<file path="src/rtl/vga_hvsync_generator.sv">
// VGA raster timing generator: free-running pixel/line counters, registered
// active-low syncs and a combinational visible-area flag.
module vga_hvsync_generator #(
    parameter int unsigned H_DISPLAY = 640,
    parameter int unsigned H_FRONT   = 16,
    parameter int unsigned H_SYNC    = 96,
    parameter int unsigned H_BACK    = 48,
    parameter int unsigned V_DISPLAY = 480,
    parameter int unsigned V_BOTTOM  = 10,
    parameter int unsigned V_SYNC    = 2,
    parameter int unsigned V_TOP     = 33
) (
    input  logic       clk,
    input  logic       reset,
    output logic       hsync,
    output logic       vsync,
    output logic       display_on,
    output logic [9:0] hpos,
    output logic [9:0] vpos
);

    localparam logic [9:0] HDisplay   = 10'(H_DISPLAY);
    localparam logic [9:0] HSyncStart = 10'(H_DISPLAY + H_FRONT);
    localparam logic [9:0] HSyncEnd   = 10'(H_DISPLAY + H_FRONT + H_SYNC - 1);
    localparam logic [9:0] HMax       = 10'(H_DISPLAY + H_FRONT + H_SYNC + H_BACK - 1);
    localparam logic [9:0] VDisplay   = 10'(V_DISPLAY);
    localparam logic [9:0] VSyncStart = 10'(V_DISPLAY + V_BOTTOM);
    localparam logic [9:0] VSyncEnd   = 10'(V_DISPLAY + V_BOTTOM + V_SYNC - 1);
    localparam logic [9:0] VMax       = 10'(V_DISPLAY + V_BOTTOM + V_SYNC + V_TOP - 1);

    logic [9:0] hpos_q, hpos_d;
    logic [9:0] vpos_q, vpos_d;
    logic       hsync_q, hsync_d;
    logic       vsync_q, vsync_d;

    always_comb begin
        hpos_d = hpos_q + 10'd1;
        vpos_d = vpos_q;
        if (hpos_q == HMax) begin
            hpos_d = 10'd0;
            vpos_d = (vpos_q == VMax) ? 10'd0 : vpos_q + 10'd1;
        end
    end

    // Syncs decode the current position, so they trail it by one clock.
    always_comb begin
        hsync_d = !((hpos_q >= HSyncStart) && (hpos_q <= HSyncEnd));
        vsync_d = !((vpos_q >= VSyncStart) && (vpos_q <= VSyncEnd));
    end

    always_ff @(posedge clk) begin
        if (reset) begin
            hpos_q  <= 10'd0;
            vpos_q  <= 10'd0;
            hsync_q <= 1'b1;
            vsync_q <= 1'b1;
        end else begin
            hpos_q  <= hpos_d;
            vpos_q  <= vpos_d;
            hsync_q <= hsync_d;
            vsync_q <= vsync_d;
        end
    end

    assign hpos       = hpos_q;
    assign vpos       = vpos_q;
    assign hsync      = hsync_q;
    assign vsync      = vsync_q;
    assign display_on = (hpos_q < HDisplay) && (vpos_q < VDisplay);

endmodule

</file>
<file path="config.mk">
export PLATFORM = sky130hd
export DESIGN_NAME = vga_hvsync_generator
export DESIGN_NICKNAME = d
export VERILOG_FILES = /design/src/rtl/vga_hvsync_generator.sv
export SDC_FILE = /design/constraint.sdc
export NUM_CORES = 1
export LEC_CHECK = 0
export CORE_UTILIZATION = 40
export DETAILED_ROUTE_END_ITERATION = 8
export PLACE_DENSITY = 0.76
export SYNTH_ARGS = -nofsm -noshare
export SYNTH_HDL_FRONTEND = slang
export SYNTH_SLANG_ARGS = --single-unit
</file>
<file path="constraint.sdc">
create_clock -name clk -period 2.6 [get_ports clk]
set_clock_uncertainty 0.1 [all_clocks]
set_input_delay 0.65 -clock clk [delete_from_list [all_inputs] [get_ports clk]]
set_output_delay 0.65 -clock clk [all_outputs]
set_load 0.02 [all_outputs]
</file>
# --- After elaboration in Yosys (flattened, before gate mapping) ---
# Cells that the tools add are included.
# Widths: inputs -> output; s select.
op_classes:
  n_addsub: 2
  magnitude_cmp: 6
  n_eq_ne: 2
  n_mux: 1
  reduce_logical: 6
ops:
  columns: ["op", "n"]
  rows:
  - ["$add 10x1->10 const B", 2]
  - ["$eq 10x10->1 const B", 2]
  - ["$ge 10x10->1 const B", 1]
  - ["$ge 10x9->1 const B", 1]
  - ["$le 10x10->1 const B", 1]
  - ["$le 10x9->1 const B", 1]
  - ["$lt 10x10->1 const B", 1]
  - ["$lt 10x9->1 const B", 1]
  - ["$mux 10", 1]
  - ["$logic_and 1x1->1", 3]
  - ["$logic_not 1->1", 2]
  - ["$reduce_or 2->1", 1]
totals:
  regBits: 22
  wordCells: 21

# --- Longest topological paths before layout ---
depth:
  ltp_word: 3
  depth_mapped: 6
  mapped_depth_nobuf: 6

# --- Least setup slack after synthesis ---
# OpenSTA, ideal clock, no wires.
synth_timing:
  kind: "register to register"
  from: "register hpos_q[0], in the netlist hpos[0]"
  to: "register vpos_q[7], in the netlist vpos[7]"
  setup_time_ns: 0.070
  arrival_ns: 2.012
  t_required_ns: 2.430
  slack_ns: 0.418
  stages_incl_launch_ff: 6
  n_path_buf: 0
  synth_period_minus_slack_ns: 2.182
  path_cell_list: "dfxtp_1 ha_1 nand4_1 or4_4 or3_1 a21oi_1"
synth_via:
  elab_chain_len: 1
synth_lines:
  columns: ["element", "line_no", "rtl"]
  rows:
  - ["start, declared", "31", "logic [9:0] hpos_q, hpos_d;"]
  - ["start signal, assigned", "58", "hpos_q <= hpos_d;"]
  - ["$eq 10x10->1", "39", "if (hpos_q == HMax) begin"]
  - ["end signal, assigned", "59", "vpos_q <= vpos_d;"]
  - ["end, declared", "32", "logic [9:0] vpos_q, vpos_d;"]
# Every way passes these cells.
# A chain may end at the register's enable or synchronous reset.

# --- Final worst setup path ---
layout_timing:
  from: "register vpos_q[2], in the netlist vpos[2]"
  to: "output vpos[2]"
layout_lines:
  columns: ["element", "line_no", "rtl"]
  rows:
  - ["end, declared", "19", "output logic [9:0] vpos"]
# No word-level cell between the ends.

==> flow_metrics.py <==
metrics = {
    "run_status": {
        "outcome": "complete, no violations",
    },
    "setup_path": {
        "critical-path-max-stage-delay_ns": 0.66,
        "timing.rr.start": "hpos[5]",
        "critical-path-slowest-cell": "sky130_fd_sc_hd__clkdlybuf4s50_1",
        "cp.buffers_inverters": 1,
        "critPathArrivalTime_ns": 1.46,
        "critical_path.startpoint": "vpos[2]",
        "critical_path_required_ns": 1.85,
        "critPathTopFamily": "buffers and inverters",
        "worstSetupStartpointType": "flip-flop",
        "worst-setup-path-type": "reg -> out",
        "worstSetupEndpointType": "output pin",
        "worst-path-max-fanout": 8,
        "critical_path.cell_chain": "clkdlybuf4s50_1",
    },
    "synthesis": {
        "synthDominantCellAreaShare_pct": 41.9,
        "synth.area.top_cells": "sky130_fd_sc_hd__dfxtp_1 42%, sky130_fd_sc_hd__nor2_1 7.1%, sky130_fd_sc_hd__xnor2_1 6.7%",
        "yosysUniqueCellTypes": 32,
        "synthesis.area_per_instance_um2": 8.77,
        "yosys_warning_total": 0,
        "mappedNetlistArea_um2": 1050,
        "yosysSeqAreaShare_pct": 41.9,
        "synth_seq_cells": 22,
        "synthesis.nets": 127,
        "netlist_instances": 120,
        "yosys.area.top_type": "sky130_fd_sc_hd__dfxtp_1",
    },
    "detailed_routing": {
        "highest_layer": "met3",
        "initialDrtViolationCount": 16,
        "drt_first_pass_iters": 4,
        "detail_route.vias_per_cell": 5.28,
        "routed-via-count": 934,
        "route.met2.wl_mm": 1.07,
        "route.detailed.wl_per_inst_um": 12.9,
        "detail_route.drc_violations": 0,
        "routed_wl_mm": 2.28,
        "met3_wirelength_um": 113,
        "routedLengthMet1_mm": 1.09,
        "postRouteAntennaNets": 0,
    },
    "clock_network": {
        "cts.path.max_buffers": 2,
        "postCtsResizedCells": 0,
        "root_buffer": "sky130_fd_sc_hd__clkbuf_4",
        "h_tree_level_count": 1,
        "hold_buffer_count_at_cts": 0,
        "post-cts-setup-buffer-count": 0,
        "tritoncts.num_buffers": 3,
        "clock_network_latency_to_the_later_pin_of_the_worst_skew_pair_ns": 0.30,
        "clk_pin_slew_ns": 0.12,
        "clock_sink_count": 22,
        "cts_tree": "built",
    },
    "min_path": {
        "holdCritStartpoint": "hpos[0]",
        "hold_path_class": "reg -> reg",
    },
    "grt": {
        "grt_first_pass_wirelength_mm": 3.75,
        "grt_start_max_net_pins": 12,
        "grt_remaining_overflow": 0,
        "globalRouteTotalUtil_pct": 17.8,
        "via_count_of_the_first_global_routing_pass": 867,
        "antenna_violations_before_repair": 0,
    },
    "power_and_ir_drop": {
        "irDropWorstVdd_uv": 382,
        "power_frac_seq_pct": 65.8,
        "power_frac_clock_pct": 28.6,
        "power-per-cell-area_nw_per_um2": 386,
        "p_sw_mw": 0.119,
        "total_internal_power_mw": 0.408,
        "leakage_power_nw": 0.476,
        "netSwitchingFraction_pct": 22.6,
        "combPwrFrac_pct": 5.6,
    },
    "floorplan": {
        "pin_count": 25,
        "core_area_um2": 2480,
        "die_width_um": 53.3,
        "die-height_um": 53.3,
        "die_footprint_um2": 2840,
        "starting_density_of_the_core_pct": 42.5,
        "row_count": 18,
    },
    "cells_and_area": {
        "number_of_nets_in_the_layout": 156,
        "drive_gt1_share_pct": 8.84,
        "layout-area-overhead-vs-synth_pct": 29.8,
        "footprint_of_the_multi_input_gates_um2": 573,
        "antennaDiodeCount": 0,
        "nFillCells": 240,
        "top_library_cells_by_usage_in_the_layout_fill_and_taps_aside": "23 x sky130_fd_sc_hd__clkdlybuf4s50_1, 21 x sky130_fd_sc_hd__dfxtp_1, 20 x sky130_fd_sc_hd__nor2_1",
        "layout.cells.most_common": "sky130_fd_sc_hd__clkdlybuf4s50_1",
        "register_area_um2": 442,
    },
    "timing": {
        "hold_viol": 0,
        "rsz0062_at_grt": "no",
        "setup_violations": 0,
        "max_slew_violation_count": 0,
        "timing.setup.tns_ns": 0,
        "timing_worst_slew_pin_value_ns": 0.349,
        "worst_slew_margin_rel_pct": 76.6,
        "worst_hold_slack_ns": 0.412,
        "post-route-min-period_ns": 2.21,
        "fmax_ghz": 0.452,
        "finalCritPeriodShare_pct": 85.1,
    },
    "job": {
        "cap_violations": 0,
    },
    "placement": {
        "place_hpwl_mm": 1.68,
        "io_buffer_count": 24,
        "routabilityCongestion": 0.824,
    },
}
flip-flops by register name, indices dropped and copies added, names as in the netlist:
register  flops
hpos         10
vpos         10
hsync         1
vsync         1
per-stage QoR:
stage / instances / total power [mW] / area, um2 / utilization [%] / setup WS [ns]
after floorplan: 120 / 0.371 / 1050 / - / 0.418
after global placement: 174 / 0.383 / 1340 / 54.1 / 0.440
after detailed placement: 174 / 0.384 / 1340 / 54.1 / 0.409
after CTS: 177 / 0.532 / 1360 / 55.0 / 0.0674
after global routing: 177 / 0.549 / 1370 / 55.2 / 0.328
final: 177 / 0.527 / 1370 / 55.2 / 0.387
area by class of cell:
| cell class | count | share of cell area, % |
|---|---|---|
| clock buffers | 3 | 1.65 |
| multi-input cells | 88 | 41.9 |
| flip-flops and latches | 22 | 32.3 |
| inverters | 7 | 1.92 |
| well taps | 30 | 2.75 |
| repair buffers | 27 | 19.4 |
kinds of logic (layout without fill, tap and decap cells):
logic type	after synthesis	after routing	synth area share, %
fa+ha+maj	5	5	5.95
xor+xnor	13	13	10.8
compound gates	8	8	4.64
flops	22	22	41.9
mux	2	2	1.90
buf+inv	10	37	3.69
simple gates	60	60	31.2
metal layers:
layer	GRT usage, %	vias up
met5	0	-
met4	5.26	0
met3	4.02	0
met2	29.2	30
met1	22.7	434
li1	-	470
final timing paths:
kind / endpoint / depth (start not counted) / slack (ns)
max: vpos[2] / 1 / 0.39
min: hpos[0] / 1 / 0.41
max reg2reg: vpos[7] / 4 / 0.50
min reg2reg: hpos[0] / 1 / 0.41
power by group through the flow:
stage                     Sequential, mW  Combinational [mW]  Clock, mW
after floorplan                    0.358              0.0131          0
after global placement             0.354              0.0291          0
after CTS                          0.347              0.0301      0.155
final                              0.347              0.0296      0.151
after detailed placement           0.354              0.0300          0
after global routing               0.348              0.0327      0.168
Yosys cell counts, drive strengths merged:
library cell  number
or4b               1
o21ai              3
nand4              5
or4                2
and3               3
a31o               1
nor2              20
nand3              7
nor2b              2
dfxtp             22
xor2               5
nor4b              1
a21oi              3
ha                 5
inv                7
a41o               1
nand2b             1
or2                1
and4               1
nor4bb             1
nor3               2
or3                4
xnor2              8
mux2i              2
and3b              1
nor4               4
nand2              4
buf                1
clkbuf             2
Power figures use the tool's default switching activity.
